[config.mk]
export PLATFORM = sky130hd
export DESIGN_NAME = univ_shift_engine
export DESIGN_NICKNAME = d
export VERILOG_FILES = /design/src/rtl/univ_shift_engine.sv
export SDC_FILE = /design/constraint.sdc
export NUM_CORES = 1
export LEC_CHECK = 0
export CAP_MARGIN = 20
export CELL_PAD_IN_SITES_DETAIL_PLACEMENT = 0
export CELL_PAD_IN_SITES_GLOBAL_PLACEMENT = 1
export CORE_ASPECT_RATIO = 0.75
export CORE_MARGIN = 5
export CORE_UTILIZATION = 36
export CTS_CLUSTER_SIZE = 14
export DETAILED_ROUTE_END_ITERATION = 8
export GPL_TIMING_DRIVEN = 0
export PLACE_DENSITY = 0.76
export SLEW_MARGIN = 20
export SYNTH_ARGS = -nofsm -noshare
export SYNTH_HDL_FRONTEND = slang
export SYNTH_SLANG_ARGS = --single-unit
[constraint.sdc]
create_clock -name i_clk -period 2 [get_ports i_clk]
set_input_delay 0.6 -clock i_clk [delete_from_list [all_inputs] [get_ports i_clk]]
set_output_delay 0.6 -clock i_clk [all_outputs]
set_load 0.01 [all_outputs]
[src/rtl/univ_shift_engine.sv]
// univ_shift_engine: N-bit universal shift/rotate register.
// Supported operations: NOP, LOAD, CLR, SLL, SRL, SRA, ROL and ROR.
// Default build: an iterative engine that shifts one bit per cycle while o_busy is high.
// With UNIV_SHIFT_ENGINE_BARREL_EN defined, every opcode finishes at the accept edge.
// That build uses a combinational network that produces the same bits as the iterative engine.
module univ_shift_engine #(
    parameter int N  = 8,
    parameter int AW = 3
) (
    input  logic          i_clk,
    input  logic          i_rst,
    input  logic          i_start,
    input  logic [2:0]    i_op,
    input  logic [AW-1:0] i_amt,
    input  logic          i_sin,
    input  logic [N-1:0]  i_d,
    output logic [N-1:0]  o_q,
    output logic          o_busy,
    output logic          o_done,
    output logic          o_sout
);

    localparam logic [2:0] OP_NOP  = 3'b000;
    localparam logic [2:0] OP_LOAD = 3'b001;
    localparam logic [2:0] OP_SLL  = 3'b010;
    localparam logic [2:0] OP_SRL  = 3'b011;
    localparam logic [2:0] OP_SRA  = 3'b100;
    localparam logic [2:0] OP_ROL  = 3'b101;
    localparam logic [2:0] OP_ROR  = 3'b110;
    localparam logic [2:0] OP_CLR  = 3'b111;

    // One 1-bit step. The result is packed as {bit shifted out, new register value}.
    function automatic logic [N:0] f_step(input logic [N-1:0] q, input logic [2:0] op,
                                          input logic sin);
        case (op)
            OP_SLL:  f_step = {q[N-1], q[N-2:0], sin};
            OP_SRL:  f_step = {q[0], sin, q[N-1:1]};
            OP_SRA:  f_step = {q[0], q[N-1], q[N-1:1]};
            OP_ROL:  f_step = {q[N-1], q[N-2:0], q[N-1]};
            OP_ROR:  f_step = {q[0], q[0], q[N-1:1]};
            default: f_step = {1'b0, q};
        endcase
    endfunction

    // True for the five shift and rotate opcodes.
    function automatic logic f_is_shift(input logic [2:0] op);
        f_is_shift = (op >= OP_SLL) && (op <= OP_ROR);
    endfunction

    logic [N-1:0] r_q;
    logic         r_sout;
    logic         r_done;

`ifdef UNIV_SHIFT_ENGINE_BARREL_EN

    logic [N-1:0] w_bar_q;
    logic         w_bar_sout;
    logic [N:0]   w_bar_tmp;

    // Unroll one step per possible amount, gated by i_amt, so the bits match the iterative engine.
    always_comb begin
        w_bar_q    = r_q;
        w_bar_sout = r_sout;
        w_bar_tmp  = {r_sout, r_q};
        for (int i = 0; i < (1 << AW); i++) begin
            if (i < int'(i_amt)) begin
                w_bar_tmp  = f_step(w_bar_q, i_op, i_sin);
                w_bar_q    = w_bar_tmp[N-1:0];
                w_bar_sout = w_bar_tmp[N];
            end else begin
                w_bar_q    = w_bar_q;
                w_bar_sout = w_bar_sout;
            end
        end
    end

    // Register update: every accepted command completes at the accept edge.
    always_ff @(posedge i_clk) begin
        if (i_rst) begin
            r_q    <= {N{1'b0}};
            r_sout <= 1'b0;
            r_done <= 1'b0;
        end else begin
            r_done <= i_start;
            if (i_start) begin
                case (i_op)
                    OP_LOAD: r_q <= i_d;
                    OP_CLR:  r_q <= {N{1'b0}};
                    OP_NOP:  r_q <= r_q;
                    default: begin
                        r_q    <= w_bar_q;
                        r_sout <= w_bar_sout;
                    end
                endcase
            end
        end
    end

    assign o_busy = 1'b0;

`else

    localparam logic [0:0] ST_IDLE = 1'b0;
    localparam logic [0:0] ST_RUN  = 1'b1;

    logic [0:0]    r_state;
    logic [2:0]    r_op;
    logic          r_sin;
    logic [AW-1:0] r_cnt;
    logic [N:0]    w_step;

    // Next single-bit step of the operation in progress.
    always_comb begin
        w_step = f_step(r_q, r_op, r_sin);
    end

    // FSM and datapath: accept commands in IDLE, shift one bit per cycle in RUN.
    always_ff @(posedge i_clk) begin
        if (i_rst) begin
            r_state <= ST_IDLE;
            r_q     <= {N{1'b0}};
            r_sout  <= 1'b0;
            r_done  <= 1'b0;
            r_op    <= OP_NOP;
            r_sin   <= 1'b0;
            r_cnt   <= {AW{1'b0}};
        end else begin
            r_done <= 1'b0;
            case (r_state)
                ST_IDLE: begin
                    if (i_start) begin
                        if (f_is_shift(i_op) && (i_amt != {AW{1'b0}})) begin
                            r_op    <= i_op;
                            r_sin   <= i_sin;
                            r_cnt   <= i_amt;
                            r_state <= ST_RUN;
                        end else begin
                            r_done <= 1'b1;
                            if (i_op == OP_LOAD) begin
                                r_q <= i_d;
                            end else if (i_op == OP_CLR) begin
                                r_q <= {N{1'b0}};
                            end
                        end
                    end
                end
                ST_RUN: begin
                    r_q    <= w_step[N-1:0];
                    r_sout <= w_step[N];
                    r_cnt  <= r_cnt - AW'(1);
                    if (r_cnt == AW'(1)) begin
                        r_state <= ST_IDLE;
                        r_done  <= 1'b1;
                    end
                end
                default: r_state <= ST_IDLE;
            endcase
        end
    end

    assign o_busy = (r_state == ST_RUN);

`endif

    assign o_q    = r_q;
    assign o_sout = r_sout;
    assign o_done = r_done;

endmodule

==> results.md, run 1 <==
* Status: completed
* Netlist Area Pre-Place at 0.00122 sq mm
* Tot Pwr at 1.01 mW
* CTS tree: done
* Number of distinct library cells after synthesis at 39
* PortBufs at 27
* Gate Count Post-Synth at 147
* Drt via density at about 5.5
* Commonest non-fill, non-tap cell in the layout: clkdlybuf4s50_1
* Largest net degree at the start of global routing at 11
* CP Data Arrival Time at 2.03 ns
* Max-slew headroom at 63.2%
* FMAX at 525 MHz
* Die area at roughly 0.0047 sq mm
* Gr usage total at 16.1%
* WL per Instance at 16.2 um
* Worst skew pair latency at 0.26 ns
* TritonCTS buffer count at 3
* Detailed-route via count at 1209
* Antenna cells at 0
* Post-synthesis register bit count at 18
* Worst Hold Class: reg -> reg
* Vias in the first global route at 1224
* RSZ-0062 raised after global routing: false
* Final number of setup-violating endpoints at 0
* Worst path required time at approximately 2.1 ns
* Met2 wire len at approximately 1500 um
* Area of the core at 0.00329 sq mm
* Slew Limit Fails at 0
* Max Cap Viol at 0
* Worst R2R Setup Slack at 0.42 ns
* Share of cells above drive strength 1 at 14.0%
* Leak at 0.567 nW
* Post-CTS Hold Buffers at 0
* CTS H-tree depth at 1
* CTS clk-pin slew, worst paths at 0.07 ns
* Total clock sinks at 18
* First-pass GRT wire length at 5950 um
* Met1 WL at between 1500 and 2000 um
* Final HPWL DP at 2730 um
* DR top layer: met4
* Async S/R FF share, synth at 0%
* Power Density at 622 mW/mm^2
* Detail Route Antenna Nets at 0
* Initial core utilization at 37.3%
* Metal3 WL at approximately 210 um
* Clock Path Buffers at 2
* Initial antenna violation count at 0
* Syn_nets at 167
* Final Hold Vio Count at 0
* Row count at 18
* Drt first pass iters at 4
* Layout area overhead at 32.4%
* Worst clock skew at 0.00350 ns
* Final period util at 95.3%
* Most frequent cells in the layout: clkdlybuf4s50_1 (25), dfxtp_1 (18), nand2_1 (14)
* Remaining global-route overflow at 0
* CP Class: in -> reg
* Num ports at 29
* DIE WIDTH at 77.4 um
* Main synth FF type: dfxtp_1
* Number of synthesized flops with an enable pin at 0
* Worst setup SP type: primary input
* Synth Warn # at 0
* GPL Wtd Cong at 0.832
* VDD IR-drop max at 0.321 mV
* First-iteration detailed-routing DRC count at 84
* Least-Margin Pin Slew at about 0.55 ns
* Util after Layout at 49.3%
* Crit-path max FO at 5
* DRC Markers at 0
* Tmin final at 1.91 ns
* Die height at 60.5 um
* Nets at 200
* Syn avg cell area at between 8 and 9 sq um
* Sequential fraction of the synthesis area at between 20 and 30%
* Drt total wl at roughly 3500 um
* CP Capture Type: flip-flop
* CTS Root Cell: clkbuf_8
[flip-flops by register name, indices dropped and copies added, names as in the netlist]
name    flops
o_q         8
r_cnt       3
r_op        3
o_busy      1
o_done      1
o_sout      1
r_sin       1
[report_power, final]
group / internal (mW) / switching, mW / total (mW) / leakage [nW]
sequential: 0.389 / 0.0291 / 0.418 / 0.148
combinational: 0.142 / 0.140 / 0.283 / 0.391
clock: 0.175 / 0.133 / 0.308 / 0.0288
[cell usage after synthesis (2+ instances only)]
cell	instances	area (sq um)
a41oi_1	2	17.5
clkbuf_1	4	15.0
a211oi_1	3	22.5
inv_1	5	18.8
a21oi_1	7	35.0
nor2_1	13	48.8
mux2i_1	8	80.1
o22ai_1	2	12.5
xnor2_1	2	17.5
nand2b_1	8	50.1
a21o_1	2	15.0
buf_2	7	35.0
mux2_2	2	22.5
o21ai_0	5	25.0
ha_1	2	25.0
o211ai_1	2	15.0
nand4b_1	4	35.0
nand2_1	14	52.6
nand3b_1	6	45.0
nand3_1	8	40.0
a32oi_1	3	26.3
a311oi_2	4	60.1
dfxtp_1	18	360
[cell families (layout without fill, tap and decap cells)]
| family | count (synthesis) | in the layout | synth area share (%) |
|---|---|---|---|
| flops | 18 | 18 | 29.4 |
| simple gates | 60 | 60 | 27.6 |
| xor+xnor | 2 | 2 | 1.43 |
| mux | 10 | 10 | 8.38 |
| fa+ha+maj | 2 | 2 | 2.04 |
| compound gates | 38 | 38 | 24.6 |
| buf+inv | 17 | 49 | 6.54 |
[cell type report]
class / count / area, sq um
Buffer: 12 / 61.3
Clock buffer: 4 / 55.1
Fill cell: 329 / 1670
Inverter: 5 / 18.8
Multi-Input combinational cell: 112 / 793
Sequential cell: 18 / 360
Tap cell: 40 / 50.0
Timing Repair Buffer: 28 / 283
[per-stage QoR]
| stage | setup slack [ns] | area, sq um | cells | hold WS (ns) | TNS (ns) |
|---|---|---|---|---|---|
| 6_report | 0.0942 | 1620 | 219 | 0.475 | 0 |
| 5_1_grt | 0.0257 | 1620 | 219 | 0.515 | 0 |
| 4_1_cts | 0.0250 | 1610 | 219 | 0.481 | 0 |
| 3_5_place_dp | -0.298 | 1550 | 214 | 0.468 | -3.27 |
| 3_3_place_gp | -0.269 | 1550 | 214 | 0.459 | -2.85 |
| 2_1_floorplan | 0.352 | 1220 | 147 | 0.446 | 0 |
[critical path: stages]
cell             delay (ns)
clkdlybuf4s50_1        0.41
or3_1                  0.40
and4_1                 0.21
buf_2                  0.17
mux2i_1                0.17
nor2_1                 0.06
[layer usage]
metal,up-vias,track usage (%)
li1,606,-
met1,572,22.4
met2,29,26.0
met3,2,3.26
met4,0,3.68
met5,-,0
[worst paths after layout]
check / to / startpoint / cells past startpoint
worst max-delay path: r_op[0]$_SDFFE_PP0P_ / i_amt[1] / 6
worst min-delay path: r_cnt[1]$_SDFFE_PP0P_ / r_cnt[1]$_SDFFE_PP0P_ / 2
worst max register to register: o_q[4]$_SDFFE_PP0P_ / o_busy$_SDFF_PP0_ / 6
worst min register to register: r_cnt[1]$_SDFFE_PP0P_ / r_cnt[1]$_SDFFE_PP0P_ / 2
[timing repair]
| item | 4_1_cts | 5_1_grt |
|---|---|---|
| setup endpoints to repair | 3 | 8 |
| hold endpoints to repair | 0 | 0 |
| pin swaps | 1 | 1 |
| resized for setup | 0 | 4 |
| setup buffers | 1 | 0 |
(Power assumes the default switching activity.)
==> run 2: changes to the inputs <==
Settings changed: CAP_MARGIN 20 to 15.
==> results of run 2 <==
No change in the layout: final DEF, timing and power equal those of run 1.
==> variant 1 (flow settings as in run 1) <==
The parameter `AW` goes from 3 to 4.
--- a/src/rtl/univ_shift_engine.sv
+++ b/src/rtl/univ_shift_engine.sv
@@ -7,3 +7,3 @@
     parameter int N  = 8,
-    parameter int AW = 3
+    parameter int AW = 4
 ) (
Interface: changed (resized i_amt); port bits go from 29 to 30. The function was not compared with the original's and may differ.
==> variant 1 against run 1 <==
Highest routed layer unchanged. Count of clock-buffer cells in the layout stayed put. Total power is 16% higher. Maximum frequency is 0.19% higher. Area after synthesis is 11% higher. Largest power group unchanged. Wire length is 7.8% higher. Setup slack better by 3.6 ps. Sequential cell count is 1 higher. Cell area is 12% higher.
==> variant 1: results <==
set metrics [dict create \
    synth_warnings 0 \
    synth-seq-area-share_pct 27.9 \
    irDropWorstVdd_v 0.000349 \
    crit_family "buffers and inverters" \
    ys_top_cells_by_area "dfxtp_1 28%, mux2i_1 5.1%, nor2_1 4.9%, a311oi_1 3.2%, nor4_4 3.1%" \
    port_buffers 29 \
    r2r_cells 4 \
    async_reset_ff_share_pct 0 \
    h-tree-depth 1 \
    grt_usage_pct 15.7 \
    cts_buffers 3 \
    drtIter0Drc 95 \
    outcome "completed" \
    vias 1331 \
    crit_end "o_q[0]" \
    drive_above_1_share_pct 14.9 \
    p_leak_nw 0.629 \
    grt_pass1_wl_mm 6.44 \
    startpoint "o_q[0]" \
    root_buffer "clkbuf_8" \
    p_sw_share_pct 34.2 \
    place_hpwl_mm 2.89 \
    largest_reg_flops 8 \
    grt_pass1_vias 1278 \
    cp_max_fo 6 \
    r2r_end "o_q[3]" \
    fin_total_pwr_mw 1.17 \
    reg2reg_setup_slack_ps 300 \
    fin_skew_ps 3.08 \
    slowest_delay_ps 580 \
    tightest_slew_ps 566 \
    gp_congestion 0.798 \
    fin_nets 216 \
    synth.net_count 179 \
    postPlaceCellArea_um2 1720 \
    synth.distinct_cells 53 \
    clk_pin_slew_ps 70 \
    layout_min_cycle_time_ps 1900 \
    totalWireLength_mm 3.82 \
    post-place-ws_ps -413 \
    cp.arrival_ps 1300 \
    synthTopCellsByCount "19 x dfxtp_1, 18 x nor2_1, 11 x nand2_1" \
]
variant 1: repair_timing:
action	4_1_cts	5_1_grt
endpoints found under the setup margin	13	17
setup buffers	3	0
pin swaps	3	0
gates resized for setup	3	4
variant 1: cells by family after synthesis:
kind of cell	Yosys count	share of synthesized area, %
AOI/OAI and AO/OA	44	25.8
muxes	9	6.78
and+or+nand+nor	64	29.8
xor gates and xnor gates	3	1.93
adders and majority gates	2	1.83
buffers and inverters	17	5.96
DFF	19	27.9
variant 1: metal layers:
metal  wire length, µm  global-route usage, %
met1              1910                   23.9
met2              1610                   21.3
met3               256                   4.13
met4                51                   4.22
met5                 0                      0
variant 1: worst min path at each step:
stage,start,to,slack (ps)
after detailed placement,o_sout,o_sout,510
after floorplan,r_sin,r_sin,470
final,o_sout,o_sout,520
after CTS,o_sout,o_sout,520
after global routing,o_sout,o_sout,570
after global placement,o_sout,o_sout,490
variant 1: layout make-up:
type                            instances  area [µm²]
Clock buffer                            4        45.0
Tap cell                               52        65.1
Multi-Input combinational cell        122         923
Inverter                                5        18.8
Sequential cell                        19         380
Timing Repair Buffer                   32         313
Buffer                                 12        63.8
Fill cell                             381        1850
variant 1: metrics by stage:
| step | utilization (%) | instances | TNS (ps) |
|---|---|---|---|
| global placement | 47.0 | 239 | -5410 |
| floorplan | - | 158 | 0 |
| CTS | 49.1 | 246 | 0 |
| global route | 49.4 | 246 | 0 |
| finish | 49.4 | 246 | 0 |
| detailed placement | 47.0 | 239 | -5750 |
variant 1: power groups by stage:
stage	Combinational, mW	Sequential (mW)	Clock [mW]
finish	0.407	0.494	0.274
global route	0.451	0.502	0.309
CTS	0.406	0.491	0.287
detailed placement	0.394	0.501	0
floorplan	0.242	0.488	0
global placement	0.389	0.496	0
==> variant 2 (settings of run 1) <==
Made on the original files. Register the output `o_q` once more; this adds one clock of latency there. The other outputs are not delayed to match.
--- a/src/rtl/univ_shift_engine.sv
+++ b/src/rtl/univ_shift_engine.sv
@@ -164,3 +164,5 @@
 
-    assign o_q    = r_q;
+    always_ff @(posedge i_clk) begin
+        o_q <= r_q;
+    end
     assign o_sout = r_sout;
Formal check against the unedited RTL: not equivalent (Yosys sat finds a counterexample within 4 cycles, from zero or initial values and one cycle with i_rst high).
==> variant 2 against run 1 <==
Non-clock buffer count down 2. Cell area is 4.7% higher. Area after synthesis grew 4.1%. Total power rose by 27%. Sequential cell count rose by 8. Setup slack got worse by 16 ps. Wire length down 12%. Largest power group unchanged.
==> variant 2: results <==
set metrics [dict create \
    outcome "completed" \
    cp.arrival_ps 2100 \
    ys_top_cells_by_area "dfxtp_1 41%, mux2i_1 6.3%, nand2_1 5.0%, nor2_1 5.0%, nor4b_4 3.7%" \
    tightest_slew_ps 571 \
    p_leak_nw 0.598 \
    r2r_end "r_q[1]" \
    syn_area_per_cell_um2 8.98 \
    worstHoldPathCells 0 \
    r2r_start "r_op[0]" \
    grt_pass1_vias 1077 \
    grt_pass1_wl_mm 5.23 \
    synth-adder-area-share_pct 1.96 \
    synth_xor_area_share_pct 1.37 \
    postPlaceCellArea_um2 1600 \
    drtIter0Drc 70 \
    synthTopCellsByCount "26 x dfxtp_1, 17 x nand2_1, 17 x nor2_1" \
    synth-compound-area-share_pct 21.9 \
    cp_max_fo 8 \
    synth_mux_area_share_pct 6.28 \
    drive_above_1_share_pct 10.9 \
    hold_slack_ps 394 \
    grt_usage_pct 14.0 \
    instances_no_fill 215 \
    fin_skew_ps 2.50 \
    vias 1167 \
    clk_pin_slew_ps 90 \
    gp_congestion 0.877 \
    grt_start_max_net_pins 16 \
    whs_endpoint "o_q[2]" \
]
-- variant 2: cell count changes after synthesis, moves of 4 or more --
cell             run 1  this run
nand3_1              8         3
nand3b_1             6         0
dfxtp_1             18        26
a22oi_1              1         6
o22ai_1              2         6
nand2b_1             8         4
a311oi_1             0         5
a21oi_1              7         3
nor2_1              13        17
-- variant 2: power by group through the flow --
stage | registers [mW] | logic, mW | clock network [mW]
after floorplan | 0.605 | 0.141 | 0
after global placement | 0.601 | 0.251 | 0
after detailed placement | 0.603 | 0.255 | 0
after CTS | 0.590 | 0.262 | 0.445
after global routing | 0.598 | 0.289 | 0.467
final | 0.590 | 0.262 | 0.434
-- variant 2: worst max-delay path by stage --
stage | start | endpoint | depth (start not counted)
after floorplan | i_op[1] | r_cnt[2] | 4
after global placement | i_op[1] | r_cnt[0] | 5
after detailed placement | i_op[1] | r_cnt[1] | 5
after CTS | i_op[2] | r_q[1] | 4
after global routing | i_op[0] | r_q[1] | 4
final | i_op[0] | r_q[1] | 4
-- variant 2: per-layer routing --
metal | routed length, µm | share of wire, % | GRT usage [%]
met5 | 0 | 0 | 0
met4 | 43 | 1.4 | 4.49
met3 | 205 | 6.6 | 3.80
met2 | 1310 | 42 | 20.9
met1 | 1570 | 50 | 19.8
-- variant 2: cell families after synthesis --
group | Yosys count
simple gates | 52
compound gates | 37
flops | 26
buf+inv | 15
mux | 8
xor+xnor | 2
fa+ha+maj | 2
-- variant 2: worst max-delay path, stage by stage --
cell and delay (ps):
clkdlybuf4s50_1 570, nor4b_4 490, a22oi_1 130, a311oi_1 310
-- variant 2: area by class of cell --
class                      instances  area (µm²)  area share, %
sequential                        26         520           30.7
timing repair buffer              29         290           17.1
tap                               40        50.0           2.95
inverter                           6        22.5           1.33
buffer                             9        50.0           2.95
multi-input combinational        101         693           40.8
clock inverter                     1        30.0           1.77
clock buffer                       3        41.3           2.43
-- variant 2: metrics by stage --
stage / util [%] / setup slack [ps] / power, mW
final: 50.6 / 78.2 / 1.29
after floorplan: - / 410 / 0.746
after CTS: 50.3 / 1.86 / 1.30
after global placement: 47.5 / -381 / 0.852
after global routing: 50.6 / 0.128 / 1.35
after detailed placement: 47.5 / -389 / 0.857
-- variant 2: timing repair --
| action | 4_1_cts | 5_1_grt |
|---|---|---|
| gates resized for setup | 1 | 3 |
| pin swaps | 1 | 0 |
| endpoints found under the setup margin | 7 | 13 |
| buffers inserted | 2 | 0 |
